### src/rtl/cam_capture_packer_pkg.sv
// Shared camera-path definitions: capture FSM states, lane geometry and edge-detect helpers.
package cam_capture_packer_pkg;

    typedef enum logic [1:0] {
        IDLE    = 2'd0,
        WAIT_VS = 2'd1,
        ACTIVE  = 2'd2
    } cam_state_t;

    localparam int DEF_DIN_W = 8;
    localparam int DEF_OUT_W = 64;
    localparam int DEF_CNT_W = 16;
    localparam int LANES     = DEF_OUT_W / DEF_DIN_W;

    // Edge-detect delay registers start low, so a high level at reset release reads as a rising edge.
    localparam logic EDGE_RST = 1'b0;

    function automatic int lanes_f(input int out_w, input int din_w);
        return out_w / din_w;
    endfunction

    function automatic logic rise_f(input logic prev, input logic cur);
        return !prev && cur;
    endfunction

    function automatic logic fall_f(input logic prev, input logic cur);
        return prev && !cur;
    endfunction

endpackage

### src/rtl/cam_capture_packer_word_packer.sv
// Lane packer: gathers DIN_W samples into OUT_W words, zero-pad flush, single-entry output register with sticky overflow.
module cam_word_packer
    import cam_capture_packer_pkg::*;
#(
    parameter int DIN_W = 8,
    parameter int OUT_W = 64
) (
    input  logic             i_clk,
    input  logic             i_rst_n,
    input  logic [DIN_W-1:0] i_din,
    input  logic             i_wr,
    input  logic             i_flush,
    input  logic             i_ready,
    output logic [OUT_W-1:0] o_dout,
    output logic             o_valid,
    output logic             o_overflow
);

    localparam int LANES_L = lanes_f(OUT_W, DIN_W);
    localparam int LW      = (LANES_L > 1) ? $clog2(LANES_L) : 1;
    localparam logic [LW-1:0] LAST_LANE = LW'(LANES_L - 1);

    logic [LW-1:0]    r_lane;
    logic [OUT_W-1:0] r_pack;
    logic [OUT_W-1:0] r_dout;
    logic             r_valid;
    logic             r_overflow;
    logic [OUT_W-1:0] w_word;
    logic             w_last;
    logic             w_emit;
    logic             w_can_load;

    // The pack register is cleared after every emit, so unused upper lanes are already zero on a flush.
    always_comb begin
        w_word = r_pack;
        if (i_wr) begin
            w_word[r_lane*DIN_W +: DIN_W] = i_din;
        end
        w_last     = i_wr && (r_lane == LAST_LANE);
        w_emit     = w_last || (i_flush && (i_wr || (r_lane != '0)));
        w_can_load = !r_valid || i_ready;
    end

    always_ff @(posedge i_clk or negedge i_rst_n) begin
        if (!i_rst_n) begin
            r_lane     <= '0;
            r_pack     <= '0;
            r_dout     <= '0;
            r_valid    <= 1'b0;
            r_overflow <= 1'b0;
        end else begin
            if (i_flush || w_last) begin
                r_lane <= '0;
                r_pack <= '0;
            end else if (i_wr) begin
                r_lane <= r_lane + 1'b1;
                r_pack <= w_word;
            end

            if (w_emit && w_can_load) begin
                r_dout  <= w_word;
                r_valid <= 1'b1;
            end else begin
                if (w_emit) begin
                    r_overflow <= 1'b1;
                end
                if (r_valid && i_ready) begin
                    r_valid <= 1'b0;
                end
            end
        end
    end

    assign o_dout     = r_dout;
    assign o_valid    = r_valid;
    assign o_overflow = r_overflow;

endmodule

### src/rtl/cam_capture_packer.sv
// DVP frame capture with word packing, geometry measurement and start/single/stop control.
// Optional CAM_CROP_EN adds a rectangular crop window on packed samples.
module cam_capture_packer
    import cam_capture_packer_pkg::*;
#(
    parameter int DIN_W = 8,
    parameter int OUT_W = 64,
    parameter int CNT_W = 16
) (
    input  logic             i_pclk,
    input  logic             i_rst_n,
    input  logic [DIN_W-1:0] i_din,
    input  logic             i_vsync,
    input  logic             i_href,
    input  logic             i_cmd_start,
    input  logic             i_cmd_single,
    input  logic             i_cmd_stop,
    output logic [OUT_W-1:0] o_dout,
    output logic             o_dout_valid,
    input  logic             i_dout_ready,
    output logic             o_frame_done,
    output logic [CNT_W-1:0] o_hlen,
    output logic [CNT_W-1:0] o_vlen,
    output logic [CNT_W-1:0] o_frame_cnt,
    output logic             o_overflow,
    output logic             o_busy
`ifdef CAM_CROP_EN
    ,
    input  logic [CNT_W-1:0] i_crop_x0,
    input  logic [CNT_W-1:0] i_crop_xlen,
    input  logic [CNT_W-1:0] i_crop_y0,
    input  logic [CNT_W-1:0] i_crop_ylen
`endif
);

    function automatic logic [CNT_W-1:0] sat_inc(input logic [CNT_W-1:0] v);
        return (&v) ? v : v + 1'b1;
    endfunction

    cam_state_t       r_state, w_state_nx;
    logic             r_single, w_single_nx;
    logic             r_stop, w_stop_nx;
    logic             r_vs_d, r_hr_d;
    logic [CNT_W-1:0] r_hcnt, r_vcnt, r_hlen, r_vlen, r_frame_cnt;
    logic             r_frame_done;
    logic             w_vs_rise, w_vs_fall, w_hr_fall;
    logic             w_active, w_frame_start, w_frame_end, w_line_end;
    logic [CNT_W-1:0] w_vcnt_nx;
    logic             w_crop_ok, w_wr;

    assign w_vs_rise     = rise_f(r_vs_d, i_vsync);
    assign w_vs_fall     = fall_f(r_vs_d, i_vsync);
    assign w_hr_fall     = fall_f(r_hr_d, i_href);
    assign w_active      = (r_state == ACTIVE);
    assign w_frame_start = (r_state == WAIT_VS) && w_vs_fall;
    assign w_frame_end   = w_active && w_vs_rise;
    // A line still high when vsync rises is closed by the frame end itself.
    assign w_line_end    = w_active && (w_hr_fall || (w_vs_rise && i_href));
    assign w_vcnt_nx     = w_line_end ? sat_inc(r_vcnt) : r_vcnt;

`ifdef CAM_CROP_EN
    assign w_crop_ok = ({1'b0, r_hcnt} >= {1'b0, i_crop_x0}) &&
                       ({1'b0, r_hcnt} <  ({1'b0, i_crop_x0} + {1'b0, i_crop_xlen})) &&
                       ({1'b0, r_vcnt} >= {1'b0, i_crop_y0}) &&
                       ({1'b0, r_vcnt} <  ({1'b0, i_crop_y0} + {1'b0, i_crop_ylen}));
`else
    assign w_crop_ok = 1'b1;
`endif

    assign w_wr = w_active && i_href && w_crop_ok;

    always_comb begin
        w_state_nx  = r_state;
        w_single_nx = r_single;
        w_stop_nx   = r_stop;
        if (!i_cmd_stop) begin
            if (i_cmd_single) begin
                w_single_nx = 1'b1;
            end else if (i_cmd_start) begin
                w_single_nx = 1'b0;
            end
        end
        case (r_state)
            IDLE: begin
                w_stop_nx = 1'b0;
                if (!i_cmd_stop && (i_cmd_single || i_cmd_start)) begin
                    w_state_nx = WAIT_VS;
                end
            end
            WAIT_VS: begin
                if (i_cmd_stop) begin
                    w_state_nx = IDLE;
                end else if (w_vs_fall) begin
                    w_state_nx = ACTIVE;
                end
            end
            ACTIVE: begin
                if (i_cmd_stop) begin
                    w_stop_nx = 1'b1;
                end
                if (w_vs_rise) begin
                    w_state_nx = (w_single_nx || w_stop_nx) ? IDLE : WAIT_VS;
                end
            end
            default: w_state_nx = IDLE;
        endcase
    end

    always_ff @(posedge i_pclk or negedge i_rst_n) begin
        if (!i_rst_n) begin
            r_state  <= IDLE;
            r_single <= 1'b0;
            r_stop   <= 1'b0;
            r_vs_d   <= EDGE_RST;
            r_hr_d   <= EDGE_RST;
        end else begin
            r_state  <= w_state_nx;
            r_single <= w_single_nx;
            r_stop   <= w_stop_nx;
            r_vs_d   <= i_vsync;
            r_hr_d   <= i_href;
        end
    end

    always_ff @(posedge i_pclk or negedge i_rst_n) begin
        if (!i_rst_n) begin
            r_hcnt       <= '0;
            r_vcnt       <= '0;
            r_hlen       <= '0;
            r_vlen       <= '0;
            r_frame_cnt  <= '0;
            r_frame_done <= 1'b0;
        end else begin
            r_frame_done <= w_frame_end;
            if (w_line_end) begin
                r_hlen <= w_hr_fall ? r_hcnt : sat_inc(r_hcnt);
            end
            if (w_frame_start || w_frame_end) begin
                r_hcnt <= '0;
                r_vcnt <= '0;
            end else if (w_active) begin
                r_vcnt <= w_vcnt_nx;
                if (w_line_end) begin
                    r_hcnt <= '0;
                end else if (i_href) begin
                    r_hcnt <= sat_inc(r_hcnt);
                end
            end
            if (w_frame_end) begin
                r_vlen      <= w_vcnt_nx;
                r_frame_cnt <= sat_inc(r_frame_cnt);
            end
        end
    end

    cam_word_packer #(
        .DIN_W (DIN_W),
        .OUT_W (OUT_W)
    ) u_packer (
        .i_clk      (i_pclk),
        .i_rst_n    (i_rst_n),
        .i_din      (i_din),
        .i_wr       (w_wr),
        .i_flush    (w_frame_end),
        .i_ready    (i_dout_ready),
        .o_dout     (o_dout),
        .o_valid    (o_dout_valid),
        .o_overflow (o_overflow)
    );

    assign o_frame_done = r_frame_done;
    assign o_hlen       = r_hlen;
    assign o_vlen       = r_vlen;
    assign o_frame_cnt  = r_frame_cnt;
    assign o_busy       = (r_state != IDLE);

endmodule

### config.mk
export PLATFORM = sky130hd
export DESIGN_NAME = cam_capture_packer
export DESIGN_NICKNAME = d
export VERILOG_FILES = /design/src/rtl/cam_capture_packer_pkg.sv /design/src/rtl/cam_capture_packer_word_packer.sv /design/src/rtl/cam_capture_packer.sv
export SDC_FILE = /design/constraint.sdc
export NUM_CORES = 1
export LEC_CHECK = 0
export CAP_MARGIN = 20
export CELL_PAD_IN_SITES_DETAIL_PLACEMENT = 0
export CELL_PAD_IN_SITES_GLOBAL_PLACEMENT = 2
export CORE_MARGIN = 4
export CORE_UTILIZATION = 35
export CTS_CLUSTER_DIAMETER = 120
export DETAILED_ROUTE_END_ITERATION = 12
export PLACE_DENSITY_LB_ADDON = 0.1
export SLEW_MARGIN = 15
export SYNTH_ARGS = -nofsm -noshare
export SYNTH_HDL_FRONTEND = slang
export SYNTH_SLANG_ARGS = --single-unit
### constraint.sdc
create_clock -name i_pclk -period 3.55 [get_ports i_pclk]
set_clock_uncertainty 0.2 [all_clocks]
set_input_delay 0.355 -clock i_pclk [delete_from_list [all_inputs] [get_ports i_pclk]]
set_output_delay 0.355 -clock i_pclk [all_outputs]
set_load 0.1 [all_outputs]
* After elaboration in Yosys (flattened, before gate mapping) *
Index checks and enable logic that the tools add are counted.

storage, ports and cells
  register bits = 220
  output and inout bits = 116
  input port bits = 16
  logic and storage cells = 102

operators by class
  muxes and demuxes = 30
  bitwise gates (word level) = 2
  $add $sub $neg = 5
  reductions and logical operators = 41
  shift-type cells = 2
  equality and inequality tests = 6

operators by type and width
  cell                                                                     number
  64-bit 2-to-1 mux                                                        3
  16-bit 2-to-1 mux                                                        10
  64-bit bitwise mux                                                       1
  8-bit by 34-bit variable shift with 64-bit output, first input constant  1
  8-bit by 34-bit variable part select with 64-bit output                  1
  16-bit by 1-bit adder with 16-bit output, second input constant          3
  16-bit AND reduction                                                     3
  6-bit negator with 34-bit output                                         1
  1-bit logical AND                                                        13
  2-bit nonzero test                                                       5
  1-bit logical OR                                                         8
  1-bit 2-to-1 mux                                                         8
  2-bit 2-to-1 mux                                                         4
  3-bit 2-to-1 mux                                                         2
  2-bit one-hot mux with 3 select lines                                    1
  2-bit AND reduction                                                      3
  3-bit nonzero test                                                       2
  1-bit logical NOT                                                        5
  2-bit inequality test, second input constant                             2
  3-bit by 1-bit adder with 3-bit output, second input constant            1
  3-bit == test, second input constant                                     1
  3-bit inequality test, second input constant                             1
  3-bit AND reduction                                                      1
  2-bit by 1-bit == test with 1-bit output, second input constant          1
  other kinds (4)                                                          5

* Depth between registers and ports, before layout *
  word-level depth = 8
  depth in mapped cells = 11
  gate-level depth less buffers = 8

* Cells and area by module *
A second synthesis with hierarchy kept.

second synthesis, totals
  cell total of the unflattened synthesis = 1,004
  area total of the unflattened synthesis = 10,273.6 um^2

by module, submodules not included
  module              seq. area each (um^2)  times used  cells an instance  area an instance (um^2)
  cam_word_packer     3,328.2                1           501                5,614.1
  cam_capture_packer  2,177.1                1           503                4,659.5

* Worst setup path after synthesis *
OpenSTA, ideal clock, no wires.

  path kind = register -> register
  start = reg r_frame_cnt[0] (netlist: o_frame_cnt[0])
  end = reg r_frame_cnt[8] (netlist: o_frame_cnt[8])
  cell stages (with the launch flop) = 7
  data required time = 3.190 ns
  path slack = 0.908 ns
  period minus slack after synthesis = 2.642 ns
  arrival time = 2.282 ns
  library setup time = 0.160 ns
  buffers on the path = 0
  path through = dfrtp_1 -> ha_1 -> and3_1 -> nand2_1 -> or3_1 -> or2_1 -> xnor2_1

between the ends
  word-level cells in the longest chain between the ends = 3
  elaborated cells on any way between the ends = 4
  classes of those cells = 1 x add/sub; 1 x bitwise; 2 x reduce/logical

ends and longest elaborated chain
  what                                                                                              line                       source
  start: declaration                                                                                cam_capture_packer.sv:44   logic [CNT_W-1:0] r_hcnt, r_vcnt, r_hlen, r_vlen, r_frame_cnt;
  start signal: assignment                                                                          cam_capture_packer.sv:151  r_frame_cnt <= sat_inc(r_frame_cnt);
  parallel branches: the longest is 3 deep, another holds 16-bit by 1-bit adder with 16-bit output  --

Parallel ways; which one is timed is not known.
A chain may end at the register's enable or synchronous reset.

* Worst setup path in the final report *
  start = reg u_packer.r_lane[0]
  end = reg u_packer.r_pack[40]

between the ends
  word-level cells in the longest chain between the ends = 6
  elaborated cells on any way between the ends = 11
  classes of those cells = 1 x add/sub; 1 x eq/ne; 2 x shift; 4 x mux; 3 x reduce/logical

ends and longest elaborated chain
  what                                                                                                                                 line                                  source
  start: declaration                                                                                                                   cam_capture_packer_word_packer.sv:23  logic [LW-1:0] r_lane;
  start signal: assignment                                                                                                             cam_capture_packer_word_packer.sv:56  r_lane <= r_lane + 1'b1;
  6-bit negator with 34-bit output                                                                                                     cam_capture_packer_word_packer.sv:37  w_word[r_lane*DIN_W +: DIN_W] = i_din;
  8-bit by 34-bit variable part select with 64-bit output / 8-bit by 34-bit variable shift with 64-bit output (equally long branches)  cam_capture_packer_word_packer.sv:37
  64-bit bitwise mux                                                                                                                   cam_capture_packer_word_packer.sv:37
  64-bit 2-to-1 mux                                                                                                                    cam_capture_packer_word_packer.sv:36  if (i_wr) begin
  64-bit 2-to-1 mux                                                                                                                    cam_capture_packer_word_packer.sv:55  end else if (i_wr) begin
  64-bit 2-to-1 mux                                                                                                                    cam_capture_packer_word_packer.sv:52  if (i_flush || w_last) begin
  end signal: assignment                                                                                                               cam_capture_packer_word_packer.sv:57  r_pack <= w_word;
  end: declaration                                                                                                                     cam_capture_packer_word_packer.sv:24  logic [OUT_W-1:0] r_pack;

Parallel ways exist; a longest one is shown, timed or not. The select of a mux whose other input is x is not followed.

==> summary.md <==
| Metric | Value |
|---|---|
| Initial antenna violation count | 0 |
| Largest family of logic cells by synthesized area | simple AND/OR/NAND/NOR gates |
| CTS resizes | 0 |
| Number of global-route vias before repair | a little over 8000 |
| RSZ-0062 raised after global routing | no |
| CTS Buffer Depth | 3 |
| Full die area | 0.03262 mm^2 |
| Avg Cell Area, Syn | about 9.5 um^2 |
| Wire per inst | ~18 um |
| Sequential Power Share | a little under a third |
| Chip width | around 180 um |
| Antenna Cells | 0 |
| I/O pin count | around 130 |
| Cts bufs inserted | 26 |
| Worst EP arrival | ~3000 ps |
| Synth Area in XOR/XNOR | under 10% |
| Overflow after GRT | 0 |
| FF-to-FF End | u_packer.r_pack[40]$_DFFE_PN0P_ |
| Final worst path period need | around 2800 ps |
| Status | completed |
| CTS tree | yes |
| # clock sinks | between 200 and 250 |
| Final period util | slightly below 80% |
| Post-Synth Simple-Gate Area | 18.46% |
| Setup-failing EPs final | 0 |
| Mapped Nets | 1120 |
| Leakage Power | roughly 5.5 nW |
| Post-Route Setup TNS | 0 ps |
| Switch Pwr | around 0.0046 W |
| Internal power | roughly 0.0055 W |
| Final Net Count | 1238 |
| Main synth FF type | dfrtp_1 |
| Gpl congestion | ~0.77 |
| Total core area | between 0.02 and 0.03 mm^2 |
| Htree depth | 1 |
| Worst skew pair latency | 530 ps |
| Pin count of the biggest net entering global routing | 86 |
| Seq/Total Area, Yosys | 52.79% |
| Count of cell types in the netlist | 58 |
| Routed Antenna Nets | 0 |
| Slew @ Worst Pin | between 900 and 1000 ps |
| Num rows | 62 |
| Starting Density | between 30% and 40% |
| Min-Delay Path Class | in2async |
| DR iter-0 viols | about 600 |
| Overall Global Routing Usage | between 15 and 20% |
| Layout area overhead | 24.79% |
| DRC Markers | 0 |
| Via density | just over 5 |
| Global-route wire length before repair | roughly 47000 um |
| Setup slack on the worst flop-to-flop path | between 700 and 800 ps |
| Gate power share | 41.7% |
| Clock transition at the registers of the reported paths | about 60 ps |
| DRT Pass-1 Iters | 5 |
| Post-DP HPWL | about 19000 um |
| Max FO, Critical Path | 18 |
| Clk root buf | clkbuf_16 |
| Number of flops mapped to enable cells by yosys | 0 |
| IO buf count | about 130 |
| Synth warn | 0 |
| Via count | 8300 |
| Power density over the cells | 778.6 mW/mm^2 |
| Post-Synth Adder-Cell Area | 1.320% |
| Power share of the clock group | between 20 and 30% |
| FF-to-FF path depth | 7 |
| Worst IR Drop VDD | about 400 uV |
| Post-Syn Instances | approximately 1100 |
| Slew Limit Fails | 0 |
| Setup CP Type | reg2reg |
| Share of layout cells above drive strength 1 | 6.840% |
| Final hold vios | 0 |
| # fillers | about 2900 |
| Total Power | approximately 0.01 W |
| Post-synthesis compound-gate area fraction | roughly 18% |
| Reg2reg start | u_packer.r_lane[0]$_DFFE_PN0P_ |
| WP data required | between 3000 and 4000 ps |
| Mux cell area share after synthesis | approximately 3.3% |
| Async SR Flop Fraction | 100.0% |
| Maxcap violations | 0 |
| Reg area | around 0.0055 mm^2 |
| FMAX | about 360 MHz |
| Die H | 180.6 um |
| Mapped Area | around 0.010 mm^2 |
| Endpoint class of the critical path | flip-flop |
| Startpoint types | flip-flop |
| #FFs+latches synth | between 200 and 250 |
| DRT Wirelength | between 20000 and 30000 um |
| Multi-input logic area | roughly 0.0045 mm^2 |
| Relative slew margins | between 30% and 40% |
| Switching Share | a little under half |
## stage by stage
stage	cell area (um^2)	setup slack, ps	utilization [%]	hold slack [ps]	cells
2_1_floorplan	10430	907.8	-	-140.6	1093
3_3_place_gp	12120	738.2	41.76	223.3	1566
3_5_place_dp	12120	670.2	41.76	215.6	1566
4_1_cts	13010	746.4	44.86	203.5	1612
5_1_grt	13010	458.3	44.86	254.9	1612
6_report	13010	763.7	44.86	219.2	1612
## worst max-delay path, cell delays in order, from the launching register on
cell and delay (ps):
dfrtp_1 540, inv_1 110, ha_1 240, ha_1 360, inv_1 130, and4_1 580
nand2_1 320, o21ai_0 220
## what timing repair did
action | in CTS | in global routing
hold buffers | 1 | 0
endpoints found under the hold margin | 82 | 0
buffers inserted | 0 | 0
## cells by family after synthesis
group	Yosys count
buffers and inverters	85
AND/OR/NAND/NOR	408
AO/OA/AOI/OAI	306
XOR/XNOR	29
multiplexers	34
flip-flops	220
adder cells (fa/ha/maj)	11
## registers in the layout (all words and copies together) (netlist names), 2 cells and up
signal,count
r_state,2
u_packer.r_pack,64
o_vlen,16
u_packer.r_lane,3
o_hlen,16
r_vcnt,16
o_frame_cnt,16
r_hcnt,16
u_packer.o_dout,64
## how the worst max path moves through the flow
stage | startpoint | to | cells after the start
floorplan | o_frame_cnt[0]$_DFFE_PN0P_ | o_frame_cnt[8]$_DFFE_PN0P_ | 6
global placement | i_href | o_vlen[4]$_DFFE_PN0P_ | 7
detailed placement | i_vsync | u_packer.o_dout[0]$_DFFE_PN0P_ | 7
CTS | u_packer.r_lane[0]$_DFFE_PN0P_ | u_packer.r_pack[43]$_DFFE_PN0P_ | 7
global route | u_packer.r_lane[0]$_DFFE_PN0P_ | u_packer.r_pack[42]$_DFFE_PN0P_ | 7
finish | u_packer.r_lane[0]$_DFFE_PN0P_ | u_packer.r_pack[40]$_DFFE_PN0P_ | 7
## cell usage after synthesis, drive strengths merged (2+ instances only)
cell type    n  area, um^2
and3b        2       17.52
nor2b        9       56.30
a2bb2oi      3       26.28
a41oi        2       17.52
a31oi       24       150.1
o21ai       71       362.8
and3        12       75.07
nand2b      18       112.6
nor3        16       80.08
nand4       22       137.6
buf         46       240.2
xor2         9       78.83
a31o         2       17.52
and4         9       81.33
nor2       132       498.0
mux2         2       22.52
mux2i       32       320.3
ha          11       137.6
nand3       29       145.1
o2bb2ai     17       148.9
o22ai        5       31.28
nor3b        2       20.02
o21a         5       37.54
inv         18       67.56
dfrtp      220        5505
o31ai        5       37.54
a21oi      124       620.6
nand3b       2       15.01
nor4        10       75.07
a21o         3       22.52
a22o        36       315.3
xnor2       20       175.2
and2        12       77.58
nand2      123       461.7
or2          3       18.77
clkbuf      21       78.83
or3          4       25.02
nand4b       2       17.52
## metal layers
metal | vias up | wire length [um] | global-route usage [%]
met5 | - | 0 | 0
met4 | 0 | 549 | 3.479
met3 | 35 | 1075 | 2.564
met2 | 148 | 13460 | 28.37
met1 | 4002 | 13540 | 24.75
li1 | 4115 | - | -
## area by class of cell
| class | instances | area share [%] |
|---|---|---|
| sequential | 220 | 42.30 |
| multi-input combinational | 788 | 34.95 |
| timing repair buffer | 157 | 11.71 |
| clock buffer | 35 | 5.567 |
| tap | 384 | 3.692 |
| clock inverter | 10 | 1.259 |
| inverter | 18 | 0.5192 |
## power by group through the flow
stage / Clock, W / Combinational [W] / Sequential (W)
after floorplan: 0 / 0.000760 / 0.00561
after global placement: 0 / 0.00424 / 0.00318
after detailed placement: 0 / 0.00425 / 0.00319
after CTS: 0.00286 / 0.00426 / 0.00315
after global routing: 0.00297 / 0.00441 / 0.00319
final: 0.00278 / 0.00422 / 0.00313
## layout by cell type (no fill, tap or decap), drive strengths merged, types with 10 or more instances in the layout
cell type	synthesis	final
and2	12	12
nand2b	18	18
o2bb2ai	17	17
mux2i	32	32
inv	18	18
dfrtp	220	220
and3	12	12
nand2	123	123
buf	46	27
a22o	36	36
nor4	10	10
clkbuf	21	35
nor2	132	132
nand3	29	29
xnor2	20	20
nor3	16	16
a31oi	24	24
ha	11	11
nand4	22	22
a21oi	124	124
clkdlybuf4s50	0	129
o21ai	71	71
Note: power is estimated with default switching activity, not from simulation.
